[config.mk]
export PLATFORM = sky130hd
export DESIGN_NAME = ecc_secded_pipe_flat
export DESIGN_NICKNAME = d
export VERILOG_FILES = /design/src/rtl/ecc_secded_pipe_pkg.sv /design/src/rtl/ecc_secded_pipe_if.sv /design/src/rtl/ecc_secded_pipe_hamming_core.sv /design/src/rtl/ecc_secded_pipe.sv /design/src/flat_wrapper.sv
export SDC_FILE = /design/constraint.sdc
export NUM_CORES = 1
export LEC_CHECK = 0
export ABC_AREA = 0
export CAP_MARGIN = 20
export CORE_AREA = 4 4 88 90
export CTS_BUF_LIST = sky130_fd_sc_hd__clkbuf_16
export CTS_CLUSTER_DIAMETER = 100
export DETAILED_ROUTE_END_ITERATION = 10
export DIE_AREA = 0 0 92 94
export PLACE_DENSITY_LB_ADDON = 0.2
export SYNTH_ARGS = -nofsm -noshare
export SYNTH_HDL_FRONTEND = slang
export SYNTH_HIERARCHICAL = 1
export SYNTH_SLANG_ARGS = --single-unit
[constraint.sdc]
create_clock -name clk -period 4.2 [get_ports clk]
set_input_delay 0.63 -clock clk [delete_from_list [all_inputs] [get_ports clk]]
set_output_delay 0.63 -clock clk [all_outputs]
set_load 0.01 [all_outputs]
[src/rtl/ecc_secded_pipe_pkg.sv]
// Shared types and width helpers for the SECDED Hamming codec.
package ecc_pkg;

    typedef enum logic [1:0] {
        ECC_OK = 2'b00,
        ECC_CE = 2'b01,
        ECC_UE = 2'b10
    } ecc_status_e;

    // Smallest p with 2**p >= dw + p + 1.
    function automatic int unsigned ecc_pw(int unsigned dw);
        int unsigned p;
        p = 0;
        for (int unsigned i = 1; i <= 8; i++) begin
            if (p == 0 && (32'd1 << i) >= dw + i + 1) p = i;
        end
        return p;
    endfunction

    function automatic int unsigned ecc_cw(int unsigned dw);
        return dw + ecc_pw(dw) + 1;
    endfunction

    // Hamming position (1-based) of data bit idx: the idx-th non-power-of-two position.
    function automatic int unsigned ecc_dpos(int unsigned idx);
        int unsigned n;
        int unsigned pos;
        n   = 0;
        pos = 0;
        for (int unsigned p = 1; p < 256; p++) begin
            if ((p & (p - 1)) != 0) begin
                if (n == idx && pos == 0) pos = p;
                n++;
            end
        end
        return pos;
    endfunction

endpackage

[src/rtl/ecc_secded_pipe_if.sv]
// Write/encode and read/decode channels plus counter signals of the SECDED codec.
interface ecc_secded_pipe_if
    import ecc_pkg::*;
#(
    parameter int unsigned DW   = 8,
    parameter int unsigned CNTW = 16
);
    localparam int unsigned PW = ecc_pw(DW);
    localparam int unsigned CW = ecc_cw(DW);

    logic            wr_valid;
    logic            wr_ready;
    logic [DW-1:0]   wr_data;
    logic [CW-1:0]   inj_mask;
    logic            enc_valid;
    logic            enc_ready;
    logic [CW-1:0]   enc_data;
    logic            rd_valid;
    logic            rd_ready;
    logic [CW-1:0]   rd_code;
    logic            dec_valid;
    logic            dec_ready;
    logic [DW-1:0]   dec_data;
    logic [1:0]      dec_status;
    logic [PW-1:0]   dec_synd;
    logic [CNTW-1:0] ce_cnt;
    logic [CNTW-1:0] ue_cnt;
    logic            cnt_clr;

    modport master (
        output wr_valid, wr_data, inj_mask, enc_ready, rd_valid, rd_code, dec_ready, cnt_clr,
        input  wr_ready, enc_valid, enc_data, rd_ready, dec_valid, dec_data, dec_status,
               dec_synd, ce_cnt, ue_cnt
    );

    modport slave (
        input  wr_valid, wr_data, inj_mask, enc_ready, rd_valid, rd_code, dec_ready, cnt_clr,
        output wr_ready, enc_valid, enc_data, rd_ready, dec_valid, dec_data, dec_status,
               dec_synd, ce_cnt, ue_cnt
    );

endinterface

[src/rtl/ecc_secded_pipe_hamming_core.sv]
// Combinational Hamming parity/syndrome generator: bit k of the result is the XOR of
// all positions (1-based) whose index has bit k set.
module ecc_hamming_core
    import ecc_pkg::*;
#(
    parameter int unsigned DW = 8
) (
    input  logic [ecc_pw(DW)+DW-1:0] i_bits,
    output logic [ecc_pw(DW)-1:0]    o_synd
);
    localparam int unsigned PW = ecc_pw(DW);
    localparam int unsigned NB = DW + PW;

    for (genvar k = 0; k < PW; k++) begin : g_bit
        logic [NB-1:0] w_cov;
        for (genvar p = 1; p <= NB; p++) begin : g_pos
            if (((p >> k) & 1) != 0) begin : g_in
                assign w_cov[p-1] = i_bits[p-1];
            end else begin : g_out
                assign w_cov[p-1] = 1'b0;
            end
        end
        assign o_synd[k] = ^w_cov;
    end

endmodule

[src/rtl/ecc_secded_pipe.sv]
// SECDED codec: one registered valid/ready stage per direction (encode, decode/correct)
// plus saturating CE/UE counters.
module ecc_secded_pipe
    import ecc_pkg::*;
#(
    parameter int unsigned DW   = 8,
    parameter int unsigned CNTW = 16
) (
    input  logic              clk,
    input  logic              rst,
    ecc_secded_pipe_if.slave  bus
);
    localparam int unsigned PW = ecc_pw(DW);
    localparam int unsigned CW = ecc_cw(DW);
    localparam int unsigned NB = DW + PW;

    // Encode: scatter data, parity slots zero, then drop the syndrome into the parity slots.
    logic [NB-1:0] w_enc_scatter;
    logic [NB-1:0] w_enc_body;
    logic [PW-1:0] w_enc_synd;
    logic [CW-1:0] w_enc_code;

    for (genvar i = 0; i < DW; i++) begin : g_enc_data
        localparam int unsigned POS = ecc_dpos(i);
        assign w_enc_scatter[POS-1] = bus.wr_data[i];
        assign w_enc_body[POS-1]    = bus.wr_data[i];
    end
    for (genvar k = 0; k < PW; k++) begin : g_enc_par
        localparam int unsigned POS = 32'd1 << k;
        assign w_enc_scatter[POS-1] = 1'b0;
        assign w_enc_body[POS-1]    = w_enc_synd[k];
    end

    ecc_hamming_core #(.DW(DW)) u_enc_core (.i_bits(w_enc_scatter), .o_synd(w_enc_synd));
    assign w_enc_code = {^w_enc_body, w_enc_body};

    logic          r_enc_valid;
    logic [CW-1:0] r_enc_data;
    logic          w_wr_ready;
    logic          w_wr_fire;

    assign w_wr_ready = !r_enc_valid || bus.enc_ready;
    assign w_wr_fire  = bus.wr_valid && w_wr_ready;

    always_ff @(posedge clk) begin
        if (rst) begin
            r_enc_valid <= 1'b0;
            r_enc_data  <= '0;
        end else if (w_wr_fire) begin
            r_enc_valid <= 1'b1;
            r_enc_data  <= w_enc_code ^ bus.inj_mask;
        end else if (bus.enc_ready) begin
            r_enc_valid <= 1'b0;
        end
    end

    // Decode: syndrome over [CW-2:0], overall parity over every bit.
    logic [NB-1:0] w_rd_body;
    logic [PW-1:0] w_rd_synd;
    logic          w_rd_par;
    logic          w_synd_zero;
    logic          w_synd_hit;
    logic          w_do_fix;
    logic [NB-1:0] w_flip;
    logic [NB-1:0] w_fixed;
    logic [DW-1:0] w_rd_data;
    ecc_status_e   w_rd_status;

    assign w_rd_body = bus.rd_code[NB-1:0];
    ecc_hamming_core #(.DW(DW)) u_dec_core (.i_bits(w_rd_body), .o_synd(w_rd_synd));

    assign w_rd_par    = ^bus.rd_code;
    assign w_synd_zero = (w_rd_synd == '0);
    assign w_synd_hit  = (w_rd_synd <= PW'(NB));
    assign w_do_fix    = w_rd_par && !w_synd_zero && w_synd_hit;

    for (genvar p = 1; p <= NB; p++) begin : g_flip
        assign w_flip[p-1] = w_do_fix && (w_rd_synd == PW'(p));
    end
    assign w_fixed = w_rd_body ^ w_flip;

    for (genvar i = 0; i < DW; i++) begin : g_dec_data
        localparam int unsigned POS = ecc_dpos(i);
        assign w_rd_data[i] = w_fixed[POS-1];
    end

    always_comb begin
        w_rd_status = ECC_UE;
        if (!w_rd_par && w_synd_zero) begin
            w_rd_status = ECC_OK;
        end else if (w_rd_par && w_synd_hit) begin
            w_rd_status = ECC_CE;
        end
    end

    logic          r_dec_valid;
    logic [DW-1:0] r_dec_data;
    ecc_status_e   r_dec_status;
    logic [PW-1:0] r_dec_synd;
    logic          w_rd_ready;
    logic          w_rd_fire;

    assign w_rd_ready = !r_dec_valid || bus.dec_ready;
    assign w_rd_fire  = bus.rd_valid && w_rd_ready;

    always_ff @(posedge clk) begin
        if (rst) begin
            r_dec_valid  <= 1'b0;
            r_dec_data   <= '0;
            r_dec_status <= ECC_OK;
            r_dec_synd   <= '0;
        end else if (w_rd_fire) begin
            r_dec_valid  <= 1'b1;
            r_dec_data   <= w_rd_data;
            r_dec_status <= w_rd_status;
            r_dec_synd   <= w_rd_synd;
        end else if (bus.dec_ready) begin
            r_dec_valid  <= 1'b0;
        end
    end

    // Counters count delivered results; a clear coinciding with an increment leaves 1.
    logic [CNTW-1:0] r_ce_cnt;
    logic [CNTW-1:0] r_ue_cnt;
    logic            w_ce_inc;
    logic            w_ue_inc;

    assign w_ce_inc = r_dec_valid && bus.dec_ready && (r_dec_status == ECC_CE);
    assign w_ue_inc = r_dec_valid && bus.dec_ready && (r_dec_status == ECC_UE);

    always_ff @(posedge clk) begin
        if (rst) begin
            r_ce_cnt <= '0;
            r_ue_cnt <= '0;
        end else begin
            if (bus.cnt_clr) r_ce_cnt <= w_ce_inc ? CNTW'(1) : '0;
            else if (w_ce_inc && r_ce_cnt != '1) r_ce_cnt <= r_ce_cnt + CNTW'(1);
            if (bus.cnt_clr) r_ue_cnt <= w_ue_inc ? CNTW'(1) : '0;
            else if (w_ue_inc && r_ue_cnt != '1) r_ue_cnt <= r_ue_cnt + CNTW'(1);
        end
    end

    assign bus.wr_ready   = w_wr_ready;
    assign bus.enc_valid  = r_enc_valid;
    assign bus.enc_data   = r_enc_data;
    assign bus.rd_ready   = w_rd_ready;
    assign bus.dec_valid  = r_dec_valid;
    assign bus.dec_data   = r_dec_data;
    assign bus.dec_status = r_dec_status;
    assign bus.dec_synd   = r_dec_synd;
    assign bus.ce_cnt     = r_ce_cnt;
    assign bus.ue_cnt     = r_ue_cnt;

endmodule
[src/flat_wrapper.sv]
// flat-port wrapper written by rule: the top's interface ports become plain ports
module ecc_secded_pipe_flat import ecc_pkg::*;
#(
    parameter int unsigned DW   = 8,
    parameter int unsigned CNTW = 16
)
  (clk, rst, bus_wr_valid, bus_wr_data, bus_inj_mask, bus_enc_ready, bus_rd_valid, bus_rd_code, bus_dec_ready, bus_cnt_clr, bus_wr_ready, bus_enc_valid, bus_enc_data, bus_rd_ready, bus_dec_valid, bus_dec_data, bus_dec_status, bus_dec_synd, bus_ce_cnt, bus_ue_cnt);
  ecc_secded_pipe_if #(.DW(DW), .CNTW(CNTW)) bus_i ();
  input  logic clk;
  input  logic rst;
  input wire logic [$bits(bus_i.wr_valid)-1:0] bus_wr_valid;
  input wire logic [$bits(bus_i.wr_data)-1:0] bus_wr_data;
  input wire logic [$bits(bus_i.inj_mask)-1:0] bus_inj_mask;
  input wire logic [$bits(bus_i.enc_ready)-1:0] bus_enc_ready;
  input wire logic [$bits(bus_i.rd_valid)-1:0] bus_rd_valid;
  input wire logic [$bits(bus_i.rd_code)-1:0] bus_rd_code;
  input wire logic [$bits(bus_i.dec_ready)-1:0] bus_dec_ready;
  input wire logic [$bits(bus_i.cnt_clr)-1:0] bus_cnt_clr;
  output wire logic [$bits(bus_i.wr_ready)-1:0] bus_wr_ready;
  output wire logic [$bits(bus_i.enc_valid)-1:0] bus_enc_valid;
  output wire logic [$bits(bus_i.enc_data)-1:0] bus_enc_data;
  output wire logic [$bits(bus_i.rd_ready)-1:0] bus_rd_ready;
  output wire logic [$bits(bus_i.dec_valid)-1:0] bus_dec_valid;
  output wire logic [$bits(bus_i.dec_data)-1:0] bus_dec_data;
  output wire logic [$bits(bus_i.dec_status)-1:0] bus_dec_status;
  output wire logic [$bits(bus_i.dec_synd)-1:0] bus_dec_synd;
  output wire logic [$bits(bus_i.ce_cnt)-1:0] bus_ce_cnt;
  output wire logic [$bits(bus_i.ue_cnt)-1:0] bus_ue_cnt;
  assign bus_i.wr_valid = bus_wr_valid;
  assign bus_i.wr_data = bus_wr_data;
  assign bus_i.inj_mask = bus_inj_mask;
  assign bus_i.enc_ready = bus_enc_ready;
  assign bus_i.rd_valid = bus_rd_valid;
  assign bus_i.rd_code = bus_rd_code;
  assign bus_i.dec_ready = bus_dec_ready;
  assign bus_i.cnt_clr = bus_cnt_clr;
  assign bus_wr_ready = bus_i.wr_ready;
  assign bus_enc_valid = bus_i.enc_valid;
  assign bus_enc_data = bus_i.enc_data;
  assign bus_rd_ready = bus_i.rd_ready;
  assign bus_dec_valid = bus_i.dec_valid;
  assign bus_dec_data = bus_i.dec_data;
  assign bus_dec_status = bus_i.dec_status;
  assign bus_dec_synd = bus_i.dec_synd;
  assign bus_ce_cnt = bus_i.ce_cnt;
  assign bus_ue_cnt = bus_i.ue_cnt;
  ecc_secded_pipe #(.DW(DW), .CNTW(CNTW)) u_core (.clk(clk), .rst(rst), .bus(bus_i));
endmodule
==> impl_metrics.tcl, run 1 <==
set metrics [dict create \
    stdcell_count 585 \
    slowest_delay_ns 0.58 \
    power.total_mw 1.81 \
    die-area_um2 8650 \
    drv_cap 0 \
    drc 0 \
    wl_um 8230 \
    cts-root-buf "clkbuf_16" \
    insertion_delay_ns 0.32 \
    syn_to_final_growth_pct 40.6 \
    synth_ff_type "dfxtp_1" \
    ys_async_sr_fraction_pct 0 \
    die-height_um 94 \
    holdBufCountCts 0 \
    clock-sinks 61 \
    status "complete, no violations" \
    avgSynthCellArea_um2 9.11 \
    place_hpwl_um 6000 \
    wl_per_cell_um 14.1 \
    crit_fanout 7 \
    yosys_register_bits 61 \
    worstPathCellList "clkdlybuf4s50_1 -> xnor3_1 -> xnor2_1 -> nor2b_1 -> nand2_1 -> or4_1 -> a311oi_1" \
    port_buffers 103 \
    yosys_warnings 6 \
    dp_cells 569 \
    layout_common_cells "clkdlybuf4s50_1 (103), dfxtp_1 (61), nor2_1 (45)" \
    synth_edf_count 0 \
    dr.first_iter.drc_count 94 \
    syn-cell-area_um2 3450 \
    antenna_found_initial 0 \
    ctsResizeCount 0 \
    track_usage_pct 18.9 \
    clockBufferDepth 2 \
    period_share_pct 69.6 \
    criticalPathCategory "in -> reg" \
    grt_pass1_wl_um 13000 \
    cp.required_ns 4.43 \
    vias 3110 \
    hold_viol 0 \
    final_max_slew_viol_count 0 \
    critPathLaunchType "input pin" \
    final_util_pct 68.7 \
    clk_pin_slew_worst_paths_ns 0.05 \
    drtAntennaViolNets 0 \
    layout-drive-gt1-share_pct 4.94 \
    max-slew-margin-rel_pct 33.1 \
    start_util_pct 48.9 \
    cts_tree "built" \
    synthCells 379 \
    min_path_type "reg -> reg" \
    crit_family "XOR/XNOR gates" \
    coreArea_um2 7060 \
    yosys.area.top_type_share_pct 35.4 \
    final_nets 524 \
    period_minus_slack_ns 2.92 \
    ios 104 \
    cts_setup_buffers 0 \
    regArea_um2 1220 \
    grt-ovfl-total 0 \
    layout_commonest_cell "clkdlybuf4s50_1" \
    rsz0062_at_grt "false" \
    skew_ns 0.00410 \
    num_rows 31 \
    p_leak_nw 1.77 \
    grt_pass1_vias 2779 \
    setup_tns_ns 0 \
    setup_viol 0 \
    peakVddDrop_mv 0.322 \
    fillers 583 \
    grt_start_max_net_pins 35 \
    cts_buffers 9 \
    via_per_inst 5.32 \
    crit_buf_inv 1 \
    powerDensity_nw_per_um2 373 \
    firstDrtPassIters 4 \
    gp_congestion 0.873 \
    arrival_ns 3.15 \
    ys_top_cells_by_area "dfxtp_1 (35%), xnor2_1 (11%), xnor3_1 (8.5%), nor2_1 (4.9%), xor2_1 (2.8%)" \
    timing.fmax_ghz 0.342 \
    cpMaxStageDelayCell "clkdlybuf4s50_1" \
    multi_input_area_um2 2160 \
    die_w_um 92 \
    ys_seq_area_share_pct 35.4 \
    yosys.area.top_type "dfxtp_1" \
    synthDistinctLibCells 44 \
    h-tree-depth 3 \
    worst_pin_slew_ns 0.994 \
    cp-end-kind "flip-flop" \
    antenna_cells 0 \
]
-- registers in the layout (all words and copies together), names as in the netlist --
signal and count:
u_core/bus.ce_cnt 16, u_core/bus.dec_data 8, u_core/bus.dec_status 2, u_core/bus.dec_synd 4, u_core/bus.dec_valid 1, u_core/bus.enc_data 13
u_core/bus.enc_valid 1, u_core/bus.ue_cnt 16
-- synth_stat cells (10+ instances only) --
cell and number:
nand3_1 17, clkbuf_1 16, or3_1 12, xnor3_1 13, nor2_1 45, o21ai_0 13
xnor2_1 43, a21oi_1 17, nor3_1 10, a211oi_1 12, dfxtp_1 61, xor2_1 11
nand2_1 24
-- layer usage --
layer	wire, um	vias to the layer above	GRT usage [%]
li1	-	1572	-
met1	3530	1440	22.5
met2	4120	90	32.4
met3	494	8	5.85
met4	89	0	6.19
met5	0	-	0
-- report_power, final --
group | total [mW] | internal, mW | switching (mW)
logic | 0.480 | 0.258 | 0.222
registers | 0.636 | 0.614 | 0.0212
clock network | 0.696 | 0.450 | 0.246
total | 1.81 | 1.32 | 0.489
-- cell type report --
cell class              instances  share of cell area (%)
flip-flops and latches         61                    25.2
multi-input cells             300                    44.5
clock buffers                   9                    4.64
clock inverters                 7                    1.21
well taps                      99                    2.55
repair buffers                105                    21.6
inverters                       4                   0.310
-- per-stage QoR --
step / area [um2] / setup slack [ns] / hold WS [ns]
after CTS: 4850 / 1.34 / 0.467
final: 4850 / 1.28 / 0.465
after detailed placement: 4570 / 1.00 / 0.456
after global placement: 4570 / 1.10 / 0.443
after global routing: 4850 / 1.14 / 0.491
after floorplan: 3460 / 1.84 / 0.481
-- cell families after synthesis --
logic type                 count (synthesis)  share of synthesized area, %
and+or+nand+nor                          151                          22.4
DFF                                       61                          35.4
adders and majority gates                  2                         0.725
muxes                                      3                         0.870
buffers and inverters                     21                          2.32
AOI/OAI and AO/OA                         67                          12.9
xor gates and xnor gates                  73                          25.2
other                                      1                         0.109
-- final timing paths --
kind | endpoint | start | slack (ns) | cells past startpoint
worst min-delay path | u_core/bus.dec_synd[0]$_SDFFE_PP0P_ | u_core/bus.dec_synd[0]$_SDFFE_PP0P_ | 0.46 | 2
worst max register to register | u_core/bus.ue_cnt[5]$_SDFFE_PP0P_ | u_core/bus.ue_cnt[0]$_SDFFE_PP0P_ | 1.93 | 7
worst max-delay path | u_core/bus.dec_data[2]$_SDFFE_PP0P_ | bus_rd_code[5] | 1.28 | 7
worst min register to register | u_core/bus.dec_synd[0]$_SDFFE_PP0P_ | u_core/bus.dec_synd[0]$_SDFFE_PP0P_ | 0.46 | 2
-- worst register-to-register path: stages, from the launching register on --
cell and delay [ns]:
dfxtp_1 0.43, ha_1 0.27, nand4_1 0.12, nor4_1 0.77, buf_4 0.29, nor4_1 0.07
xnor2_1 0.14, nor2_1 0.05
Power figures use the tool's default switching activity.
==> inputs of run 2 (changes only) <==
--- a/config.mk
+++ b/config.mk
@@ -7,11 +7,11 @@
 export LEC_CHECK = 0
 export ABC_AREA = 0
 export CAP_MARGIN = 20
-export CORE_AREA = 4 4 88 90
+export CORE_AREA = 4 4 91 93
 export CTS_BUF_LIST = sky130_fd_sc_hd__clkbuf_16
 export CTS_CLUSTER_DIAMETER = 100
 export DETAILED_ROUTE_END_ITERATION = 10
-export DIE_AREA = 0 0 92 94
+export DIE_AREA = 0 0 95 97
 export PLACE_DENSITY_LB_ADDON = 0.2
 export SYNTH_ARGS = -nofsm -noshare
 export SYNTH_HDL_FRONTEND = slang
==> constraint.sdc (replaced) <==
create_clock -name clk -period 3.05 [get_ports clk]
set_input_delay 0.4575 -clock clk [delete_from_list [all_inputs] [get_ports clk]]
set_output_delay 0.4575 -clock clk [all_outputs]
set_load 0.01 [all_outputs]
==> impl_metrics.tcl, run 2 (synthesized netlist as in run 1, its figures left out) <==
set metrics [dict create \
    period_share_pct 89.8 \
    final_max_slew_viol_count 0 \
    rsz0062_at_grt "false" \
    layout-drive-gt1-share_pct 6.30 \
    coreArea_um2 7530 \
    via_per_inst 5.29 \
    hold_viol 0 \
    num_rows 32 \
    grt_pass1_wl_um 13900 \
    fillers 667 \
    timing.fmax_ghz 0.365 \
    criticalPathCategory "in -> reg" \
    cp-end-kind "flip-flop" \
    max-slew-margin-rel_pct 34.6 \
    wl_per_cell_um 14.4 \
    arrival_ns 2.96 \
    r2r_cells 7 \
    worstHoldStart "u_core/bus.dec_synd[3]$_SDFFE_PP0P_" \
    die_w_um 95 \
    dr.first_iter.drc_count 77 \
    setup_viol 0 \
    wl_um 8550 \
    p_leak_nw 1.79 \
    r2r_end "u_core/bus.ue_cnt[3]$_SDFFE_PP0P_" \
    clk_pin_slew_worst_paths_ns 0.05 \
    min_path_type "reg -> reg" \
    layout_commonest_cell "clkdlybuf4s50_1" \
    holdBufCountCts 0 \
    track_usage_pct 18.8 \
    clockBufferDepth 2 \
    cts-root-buf "clkbuf_16" \
    insertion_delay_ns 0.32 \
    start_util_pct 45.8 \
    min_path_cells 2 \
    final_nets 531 \
    grt_pass1_vias 2940 \
    met3_usage_pct 5.44 \
    status "complete, no violations" \
    grtUsageMet2_pct 30.0 \
    met1_usage_pct 23.9 \
    ios 104 \
    antenna_found_initial 0 \
    worst_pin_slew_ns 0.973 \
    whs_endpoint "u_core/bus.dec_synd[3]$_SDFFE_PP0P_" \
    period_minus_slack_ns 2.74 \
    skew_ns 0.00494 \
    grt_start_max_net_pins 34 \
    die-area_um2 9220 \
    drv_cap 0 \
    drtAntennaViolNets 0 \
    r2r-start "u_core/bus.ue_cnt[0]$_SDFFE_PP0P_" \
    reg2reg_slack_ns 0.74 \
    gp_congestion 0.804 \
    drc 0 \
    worst_slack_ns 0.312 \
    setup_tns_ns 0 \
    power.total_mw 2.53 \
    crit_fanout 10 \
    powerDensity_nw_per_um2 515 \
    cts_setup_buffers 0 \
    vias 3145 \
    cp.required_ns 3.27 \
    clock-sinks 61 \
    grt-ovfl-total 0 \
    cts_buffers 9 \
    layout_common_cells "clkdlybuf4s50_1 (103), dfxtp_1 (61), nor2_1 (45)" \
    die-height_um 97 \
    firstDrtPassIters 4 \
    antenna_cells 0 \
    place_hpwl_um 6330 \
    ctsResizeCount 0 \
    globalRoute.busiestLayer "met2" \
    final_util_pct 65.1 \
    timing.hold.ws_ns 0.455 \
    h-tree-depth 3 \
    critPathLaunchType "input pin" \
    syn_to_final_growth_pct 42.1 \
    port_buffers 103 \
    cts_tree "built" \
    dp_worst_setup_slack_ns -0.0176 \
    peakVddDrop_mv 0.330 \
]
-- run 2: changes by cell type in the layout (fill, tap and decap cells not counted) --
| cell | before | now |
|---|---|---|
| buf_4 | 2 | 9 |
| inv_1 | 6 | 4 |
| clkinv_1 | 1 | 2 |
-- run 2: through the flow --
stage	cells	cell area (um2)
6_report	594	4900
5_1_grt	594	4900
4_1_cts	594	4900
3_5_place_dp	579	4620
3_3_place_gp	579	4620
2_1_floorplan	382	3460
-- run 2: critical path, stage by stage --
cell,delay (ns)
clkdlybuf4s50_1,0.59
xnor3_1,0.45
xor2_1,0.58
nand2_1,0.14
or4_1,0.42
a311oi_1,0.31
-- run 2: worst max-delay path by stage --
stage	from	to	slack (ns)	cells past startpoint
after floorplan	bus_rd_code[2]	u_core/bus.dec_data[7]$_SDFFE_PP0P_	0.86	5
final	bus_rd_code[9]	u_core/bus.dec_data[5]$_SDFFE_PP0P_	0.31	6
after global routing	bus_rd_code[9]	u_core/bus.dec_data[5]$_SDFFE_PP0P_	0.10	6
after global placement	bus_rd_code[9]	u_core/bus.dec_data[7]$_SDFFE_PP0P_	0.18	6
after detailed placement	bus_rd_code[9]	u_core/bus.dec_data[5]$_SDFFE_PP0P_	-0.02	6
after CTS	bus_rd_code[9]	u_core/bus.dec_data[5]$_SDFFE_PP0P_	0.35	6
-- run 2: report_power, final --
group / total (mW) / leakage, nW / switching [mW] / internal, mW
registers: 0.877 / 0.498 / 0.0311 / 0.846
clock network: 0.963 / 0.136 / 0.345 / 0.618
logic: 0.686 / 1.16 / 0.308 / 0.378
total: 2.53 / 1.79 / 0.684 / 1.84
-- run 2: routing by layer --
layer | vias up | part of all wire, %
met2 | 93 | 48
met3 | 7 | 7.2
li1 | 1586 | -
met5 | - | 0
met4 | 0 | 1.1
met1 | 1459 | 44
-- run 2: layout make-up --
type	instances	area, um2	area share [%]
clock buffer	9	225	4.59
multi-input combinational	300	2160	44.1
inverter	4	15.0	0.306
timing repair buffer	112	1100	22.4
tap	102	128	2.60
clock inverter	6	55.1	1.12
sequential	61	1220	24.9
==> inputs of run 3 (changes only) <==
--- a/config.mk
+++ b/config.mk
@@ -7,13 +7,12 @@
 export LEC_CHECK = 0
 export ABC_AREA = 0
 export CAP_MARGIN = 20
-export CORE_AREA = 4 4 91 93
+export CORE_AREA = 4 4 88 90
 export CTS_BUF_LIST = sky130_fd_sc_hd__clkbuf_16
 export CTS_CLUSTER_DIAMETER = 100
 export DETAILED_ROUTE_END_ITERATION = 10
-export DIE_AREA = 0 0 95 97
+export DIE_AREA = 0 0 92 94
 export PLACE_DENSITY_LB_ADDON = 0.2
 export SYNTH_ARGS = -nofsm -noshare
 export SYNTH_HDL_FRONTEND = slang
-export SYNTH_HIERARCHICAL = 1
 export SYNTH_SLANG_ARGS = --single-unit
==> constraint.sdc (replaced) <==
create_clock -name clk -period 3.05 [get_ports clk]
set_input_delay 0.4575 -clock clk [delete_from_list [all_inputs] [get_ports clk]]
set_output_delay 0.4575 -clock clk [all_outputs]
set_load 0.05 [all_outputs]
==> impl_metrics.tcl, run 3 <==
set metrics [dict create \
    ys_async_sr_fraction_pct 0 \
    worst_slack_ns 0.526 \
    min_path_type "reg -> reg" \
    peakVddDrop_mv 0.322 \
    switchingPower_uw 724 \
    dp_cells 553 \
    synth_common_cells "dfxtp_1 (61), nor2_1 (59), xnor2_1 (44)" \
    hold_viol 0 \
    start_util_pct 44.7 \
    synthCells 360 \
    yosysMostFrequentCell "dfxtp_1" \
    place_area_um2 4290 \
    syn_to_final_growth_pct 43.8 \
    antenna_found_initial 0 \
    critPathLaunchType "input pin" \
    wl_per_cell_um 13.0 \
    drv_cap 0 \
    status "complete, no violations" \
    p_leak_nw 1.62 \
    worstPathCellList "clkdlybuf4s50_1 -> nand2b_1 -> clkdlybuf4s50_1" \
    yosys_warnings 0 \
    coreArea_um2 7060 \
    wl_um 7380 \
    die-area_um2 8650 \
    period_share_pct 82.7 \
    rsz0062_at_grt "false" \
    grt_pass1_vias 2616 \
    pwr-share-comb_pct 26.8 \
    holdBufCountCts 0 \
    max-slew-margin-rel_pct 59.3 \
    grt_start_max_net_pins 33 \
    antenna_cells 0 \
    port_buffers 103 \
    yosys_register_bits 61 \
    track_usage_pct 17.6 \
    timing.hold.ws_ns 0.447 \
    slowest_delay_ns 0.84 \
    timing.fmax_ghz 0.396 \
    vias 2822 \
    pwr-share-seq_pct 36.9 \
    die_w_um 92 \
    drc 0 \
    clockBufferDepth 2 \
    crit_fanout 4 \
    cpMaxStageDelayCell "clkdlybuf4s50_1" \
    ys_seq_area_share_pct 38.7 \
    via_per_inst 4.97 \
    yosys.area.top_type "dfxtp_1" \
    synth_ff_type "dfxtp_1" \
    cts_setup_buffers 0 \
    cp-end-kind "output port" \
    power.total_mw 2.35 \
    place_hpwl_um 5660 \
    fillers 615 \
    stdcell_count 568 \
    dp_worst_setup_slack_ns 0.390 \
    clock-sinks 61 \
    num_rows 31 \
    setup_tns_ns 0 \
    insertion_delay_ns 0.32 \
    worst_pin_slew_ns 0.608 \
    yosys.area.top_type_share_pct 38.7 \
    criticalPathCategory "in -> out" \
    cts_buffers 9 \
    setup_viol 0 \
    clkPwrFrac_pct 36.3 \
    layout-drive-gt1-share_pct 4.90 \
    die-height_um 94 \
    avgSynthCellArea_um2 8.77 \
    synthDistinctLibCells 35 \
    gp_congestion 0.804 \
    powerDensity_nw_per_um2 519 \
    syn_nets 403 \
    layout_common_cells "clkdlybuf4s50_1 (103), dfxtp_1 (61), nor2_1 (59)" \
    h-tree-depth 3 \
    p_int_mw 1.63 \
    period_minus_slack_ns 2.52 \
    arrival_ns 2.07 \
    ios 104 \
    cts-root-buf "clkbuf_16" \
    skew_ns 0.00584 \
    swShare_pct 30.7 \
    synth_edf_count 0 \
    final_nets 508 \
    ctsResizeCount 0 \
    dr.first_iter.drc_count 61 \
    drtAntennaViolNets 0 \
    cpMostUsedCell "clkdlybuf4s50_1" \
    final_util_pct 64.3 \
    final_cell_area_um2 4540 \
    grt_pass1_wl_um 12200 \
    firstDrtPassIters 4 \
    cts_tree "built" \
    layout_commonest_cell "clkdlybuf4s50_1" \
    cp.required_ns 2.59 \
    grt-ovfl-total 0 \
    ys_top_cells_by_area "dfxtp_1 (39%), xnor2_1 (12%), xor2_1 (7.2%), nor2_1 (7.0%), a211oi_1 (4.8%)" \
    clk_pin_slew_worst_paths_ns 0.05 \
    final_max_slew_viol_count 0 \
    syn-cell-area_um2 3160 \
]
==> run 3: cell count changes after synthesis, moves of 5 or more <==
cell,previous run,this run
or3_1,12,5
or4_1,5,0
a211oi_1,12,20
xnor3_1,13,3
xor2_1,11,26
a311oi_1,8,2
nor2_1,45,59
o21ai_0,13,8
clkbuf_1,16,11
==> run 3: worst paths after layout <==
path                                        startpoint                              endpoint  slack [ns]  cells after the start
setup / recovery                         bus_dec_ready                          bus_rd_ready        0.53                      3
hold / removal    u_core.bus.enc_data[12]$_SDFFE_PP0P_  u_core.bus.enc_data[12]$_SDFFE_PP0P_        0.45                      2
setup reg to reg     u_core.bus.ue_cnt[6]$_SDFFE_PP0P_     u_core.bus.ue_cnt[0]$_SDFFE_PP0P_        1.23                      6
hold reg to reg   u_core.bus.enc_data[12]$_SDFFE_PP0P_  u_core.bus.enc_data[12]$_SDFFE_PP0P_        0.45                      2
==> run 3: area by class of cell <==
type | instances | area [um2] | area share, %
Clock inverter | 6 | 25.0 | 0.551
Clock buffer | 9 | 225 | 4.96
Sequential cell | 61 | 1220 | 26.9
Timing Repair Buffer | 106 | 1050 | 23.2
Tap cell | 99 | 124 | 2.73
Multi-Input combinational cell | 281 | 1870 | 41.1
Inverter | 6 | 22.5 | 0.496
==> run 3: power groups by stage <==
stage	logic (mW)	registers, mW	clock network, mW
5_1_grt	0.678	0.874	0.907
6_report	0.632	0.869	0.854
2_1_floorplan	0.287	1.03	0
4_1_cts	0.638	0.869	0.873
3_3_place_gp	0.629	0.884	0
3_5_place_dp	0.637	0.884	0
==> run 3: critical path: cells and delay by family <==
kind | cells | cell delay (ns)
buffers and inverters | 2 | 1.38
AND/OR/NAND/NOR | 1 | 0.22
==> run 3: kinds of logic (layout without fill, tap and decap cells) <==
kind of cell	Yosys count	in the layout	share of synthesized area (%)
simple gates	148	148	22.6
xor+xnor	78	78	24.4
flops	61	61	38.7
compound gates	49	49	10.1
buf+inv	18	127	2.14
mux	4	4	1.27
fa+ha+maj	2	2	0.793
==> run 3: routing by layer <==
layer | GRT usage (%) | wire length (um) | up-vias
met4 | 7.05 | 84 | 0
li1 | - | - | 1466
met2 | 29.2 | 3610 | 73
met3 | 6.49 | 546 | 8
met1 | 20.7 | 3140 | 1275
met5 | 0 | 0 | -
